===== src/rtl/instr_mem_loader.sv =====
// instr_mem_loader: streams instruction words into the cell-organised
// instruction memory, MSB cell first at ascending addresses.
// Optional build macro LOADER_CHECKSUM_EN adds a running word checksum port.
module instr_mem_loader #(
  parameter int WORD_LEN = 16,
  parameter int CELL_W   = 4,
  parameter int MEM_SIZE = 32,
  parameter int CNT_W    = 8
) (
  input  logic                        clk,
  input  logic                        rst,
  input  logic                        start,
  input  logic [$clog2(MEM_SIZE)-1:0] base_addr,
  input  logic [CNT_W-1:0]            word_count,
  input  logic                        in_valid,
  input  logic [WORD_LEN-1:0]         in_data,
  output logic                        in_ready,
  output logic                        mem_we,
  output logic [$clog2(MEM_SIZE)-1:0] mem_addr,
  output logic [CELL_W-1:0]           mem_wdata,
  output logic                        busy,
  output logic                        done,
  output logic                        err
`ifdef LOADER_CHECKSUM_EN
  ,
  output logic [WORD_LEN-1:0]         checksum
`endif
);

  localparam int AW  = $clog2(MEM_SIZE);
  localparam int CPW = WORD_LEN / CELL_W;
  localparam int CIW = (CPW > 1) ? $clog2(CPW) : 1;
  localparam logic [CIW-1:0] LAST_CELL = CIW'(CPW - 1);

  typedef enum logic [1:0] {IDLE, ACCEPT, WRITE, DONE} state_t;

  state_t              state, state_n;
  logic [AW:0]         ptr, ptr_n, ptr_inc;  // top bit = overflow, kept sticky
  logic [CNT_W-1:0]    rem, rem_n;
  logic [WORD_LEN-1:0] word, word_n;         // left-aligned cells still to write
  logic [WORD_LEN-1:0] src;
  logic [CIW-1:0]      idx, idx_n;           // cell index currently on mem_*
  logic                mem_we_n, done_n, err_n;
  logic [AW-1:0]       mem_addr_n;
  logic [CELL_W-1:0]   mem_wdata_n;
  logic                hs, issue;
`ifdef LOADER_CHECKSUM_EN
  logic [WORD_LEN-1:0] sum_n;
`endif

  assign in_ready = (state == ACCEPT);
  assign busy     = (state != IDLE);
  assign hs       = in_ready && in_valid;
  // A cell is launched at the handshake edge and at every WRITE edge but the last,
  // so the registered mem_* outputs show cell i during the i-th WRITE cycle.
  assign issue    = hs || (state == WRITE && idx != LAST_CELL);
  assign src      = hs ? in_data : word;
  assign ptr_inc  = ptr + 1'b1;

  // Next-state and next-output logic.
  always_comb begin
    state_n     = state;
    ptr_n       = ptr;
    rem_n       = rem;
    word_n      = word;
    idx_n       = idx;
    mem_we_n    = 1'b0;
    mem_addr_n  = mem_addr;
    mem_wdata_n = mem_wdata;
    done_n      = 1'b0;
    err_n       = err;
`ifdef LOADER_CHECKSUM_EN
    sum_n       = checksum;
`endif
    case (state)
      IDLE: begin
        if (start) begin
          err_n = 1'b0;
          ptr_n = {1'b0, base_addr};
          rem_n = word_count;
`ifdef LOADER_CHECKSUM_EN
          sum_n = '0;
`endif
          if (word_count == '0) begin
            state_n = DONE;
            done_n  = 1'b1;
          end else begin
            state_n = ACCEPT;
          end
        end
      end
      ACCEPT: begin
        if (in_valid) begin
          state_n = WRITE;
          idx_n   = '0;
`ifdef LOADER_CHECKSUM_EN
          sum_n   = checksum + in_data;
`endif
        end
      end
      WRITE: begin
        if (idx == LAST_CELL) begin
          rem_n = rem - 1'b1;
          if (rem == CNT_W'(1)) begin
            state_n = DONE;
            done_n  = 1'b1;
          end else begin
            state_n = ACCEPT;
          end
        end else begin
          idx_n = idx + 1'b1;
        end
      end
      DONE:    state_n = IDLE;
      default: state_n = IDLE;
    endcase

    // Overflowed cells still consume an address but are never written.
    if (issue) begin
      mem_wdata_n = src[WORD_LEN-1 -: CELL_W];
      word_n      = src << CELL_W;
      mem_addr_n  = ptr[AW-1:0];
      mem_we_n    = ~ptr[AW];
      err_n       = err | ptr[AW];
      ptr_n       = {ptr[AW] | ptr_inc[AW], ptr_inc[AW-1:0]};
    end
  end

  // State, datapath and registered outputs.
  always_ff @(posedge clk) begin
    if (rst) begin
      state     <= IDLE;
      ptr       <= '0;
      rem       <= '0;
      word      <= '0;
      idx       <= '0;
      mem_we    <= 1'b0;
      mem_addr  <= '0;
      mem_wdata <= '0;
      done      <= 1'b0;
      err       <= 1'b0;
`ifdef LOADER_CHECKSUM_EN
      checksum  <= '0;
`endif
    end else begin
      state     <= state_n;
      ptr       <= ptr_n;
      rem       <= rem_n;
      word      <= word_n;
      idx       <= idx_n;
      mem_we    <= mem_we_n;
      mem_addr  <= mem_addr_n;
      mem_wdata <= mem_wdata_n;
      done      <= done_n;
      err       <= err_n;
`ifdef LOADER_CHECKSUM_EN
      checksum  <= sum_n;
`endif
    end
  end

endmodule


===== config.mk =====
export PLATFORM = sky130hd
export DESIGN_NAME = instr_mem_loader
export DESIGN_NICKNAME = d
export VERILOG_FILES = /design/src/rtl/instr_mem_loader.sv
export SDC_FILE = /design/constraint.sdc
export NUM_CORES = 1
export LEC_CHECK = 0
export CAP_MARGIN = 15
export CORE_ASPECT_RATIO = 2
export CORE_MARGIN = 5
export CORE_UTILIZATION = 44
export DETAILED_ROUTE_END_ITERATION = 8
export GPL_TIMING_DRIVEN = 0
export PLACE_DENSITY = 0.76
export SLEW_MARGIN = 20
export SYNTH_ARGS = -nofsm -noshare
export SYNTH_HDL_FRONTEND = slang
export SYNTH_SLANG_ARGS = --single-unit

===== constraint.sdc =====
create_clock -name clk -period 1.8 [get_ports clk]
set_input_delay 0.45 -clock clk [delete_from_list [all_inputs] [get_ports clk]]
set_output_delay 0.45 -clock clk [all_outputs]
set_load 0.005 [all_outputs]

==> metrics <==
outcome=complete, no violations; HPWL Detailed=4.02 mm; GRT Total Usage=18.3%; CORE AREA=0.00434 mm2; final hold slack=0.451 ns; setup ws final=0.0417 ns; share of the synthesized area in the top cell type=42.6%; Fmax achieved=569 MHz; FF-to-FF setup slack=0.06 ns; antenna violation net count after detailed routing=0; Clock Tree Root=clkbuf_8; clock latency on the worst-skew pair=0.29 ns; Reg2Reg Launch Point=rem[2]; CP Launch Type=register; drt pass-1 iters=4; Syn Area/Cell=8.05 um2; cts bufs inserted=5; n_diodes=0; wire per inst=15.2 um; clk_skew=0.00704 ns; Yosys cell types=47; Routed WL=5.44 mm; Crit Path Max Fanout=3; CP Data Required Time=1.35 ns; Max Slew Vio Count=0; CTS tree=built; Critical Path Sink Type=output pin; Syn. warnings=0; PwrDens=822 mW/mm2; cell area after synthesis=0.00197 mm2; nets@finish=341; CTS clock-pin slew for the worst setup and hold paths=0.08 ns; most common cell after layout, fill and taps aside=clkdlybuf4s50_1; die height=105 um; sequential share of the synthesized area=42.6%; Register-to-Register Path Depth=4; synth top area cells=dfxtp_1 43%, nand2_1 8.2%, a21oi_1 6.1%; final routed DRC violation total=0; Via density=5.67; Tmin final=1.76 ns; largest net degree at the start of global routing=14; commonest non-fill, non-tap cells in the layout=45 x clkdlybuf4s50_1, 42 x nand2_1, 38 x dfxtp_1, 31 x nor2_1, 24 x a21oi_1; slowest CP cell=clkdlybuf4s50_1; first-pass GRT wire length=8.75 mm; Async SR Flop Fraction=0%; Clock Path Buffers=2; worst hold path endpoint=mem_addr[4]; Filler Cells Inserted=418; Post-Syn Nets=282; final setup fails=0; Syn Inst Count=245; Post-synth EDFFs=0; hold_sp=mem_addr[4]; #FFs+latches synth=42; CTS H-tree lvls=2; Initial Util=45.4%; Slew @ Worst Pin=0.631 ns; Rel. slew slack=57.9%; Area Overhead vs Synth=38.7%; # Max-Cap Violations=0; Layout Utilization=63.0%; Clock Sinks=42; die area=0.00600 mm2; Chip Width=57.3 um; fin crit share=97.7%; CP cell instances=nor2b_4, clkdlybuf4s50_1; Core Rows=34; delay of the slowest cell on the worst path=0.50 ns; Hold Crit Class=register to register; final hold violations=0; RePlAce Congestion=0.942; dpl ws=-0.439 ns; static leakage=0.990 nW; Tot Pwr=2.25 mW; post-synth top area cell=dfxtp_1; reg-to-reg critical path endpoint=rem[7]; gr ovfl total=0; kind of critical path=register to output pin; hold depth=2; worst-case vdd ir drop=0.000635 V; initial antenna violation count=0; share of cells above drive strength 1=13.4%; vias in the first global route=2016; vias after detailed routing=2035; I/O pin count=47; Port Buf Inserts=46; ys flop type=dfxtp_1; Initial DRC Count=49; crit path DAT=1.31 ns
## how the worst max path moves through the flow
stage / from / endpoint / slack, ns / cells past startpoint
floorplan: idx[0] / ptr[4] / 0.05 / 6
global placement: in_valid / word[15] / -0.43 / 5
detailed placement: in_valid / mem_wdata[0] / -0.44 / 5
CTS: idx[0] / ptr[4] / 0.02 / 6
global route: in_valid / ptr[4] / -0.01 / 6
finish: state[0] / in_ready / 0.04 / 2
## metrics by stage
step / TNS, ns / instances / cell area, um2
final: 0 / 359 / 2740
after global routing: -0.0161 / 359 / 2740
after CTS: 0 / 356 / 2690
after detailed placement: -12.78 / 345 / 2500
after global placement: -12.54 / 345 / 2500
after floorplan: 0 / 245 / 1970
## where the power goes
group,switching (mW),internal (mW)
logic,0.230,0.240
registers,0.0531,0.994
clock network,0.323,0.408
## registers in the layout, summed over array words and instances (netlist names), 2 cells and up
name / cells
state: 2
mem_addr: 5
rem: 8
mem_wdata: 4
word: 12
ptr: 6
idx: 2
## timing repair
item | in CTS | in global routing
setup buffers | 4 | 6
pin swaps | 1 | 5
resized for setup | 19 | 8
endpoints found under the setup margin | 31 | 21
gates cloned | 0 | 0
hold buffers | 0 | 0
hold endpoints to repair | 0 | 0
## critical path: cells and delay by family, from the launching register on
family                 cells  cell delay, ns
flip-flops                 1            0.36
buffers and inverters      1            0.50
AND/OR/NAND/NOR            1            0.15
## kinds of logic after synthesis
kind of cell / synth area share, %
AOI/OAI and AO/OA: 22.7
xor gates and xnor gates: 0.444
adders and majority gates: 2.54
buffers and inverters: 4.76
DFF: 42.6
muxes: 0.508
and+or+nand+nor: 26.5
## cell type report
| cell class | count | area [um2] | area share (%) |
|---|---|---|---|
| Tap cell | 54 | 67.6 | 2.47 |
| Inverter | 4 | 15.0 | 0.549 |
| Buffer | 13 | 92.6 | 3.39 |
| Multi-Input combinational cell | 182 | 1060 | 38.9 |
| Clock inverter | 3 | 40.0 | 1.46 |
| Sequential cell | 42 | 851 | 31.1 |
| Timing Repair Buffer | 56 | 536 | 19.6 |
| Clock buffer | 5 | 68.8 | 2.52 |
## cell usage after synthesis (2+ instances only)
master and instances:
inv_1 4, o221a_2 2, o21ai_0 2, o211ai_1 2
and3_1 4, a41oi_1 2, or4_1 2, clkbuf_1 9
nor2_1 31, a311oi_1 12, a22oi_1 7, ha_1 4
buf_2 6, nand3_1 3, nor2b_1 5, nand2_1 43
nor3_1 7, nor4_1 2, a21oi_1 24, a211oi_1 3
nand2b_1 3, dfxtp_1 42, and2_1 2
## layer usage
metal  share of wire, %  track usage [%]  vias up
li1                   -                -      994
met1                 35             17.7      947
met2                 57             34.5       76
met3                5.8             3.58       18
met4                3.1             9.95        0
met5                  0                0        -
Power figures use the tool's default switching activity.
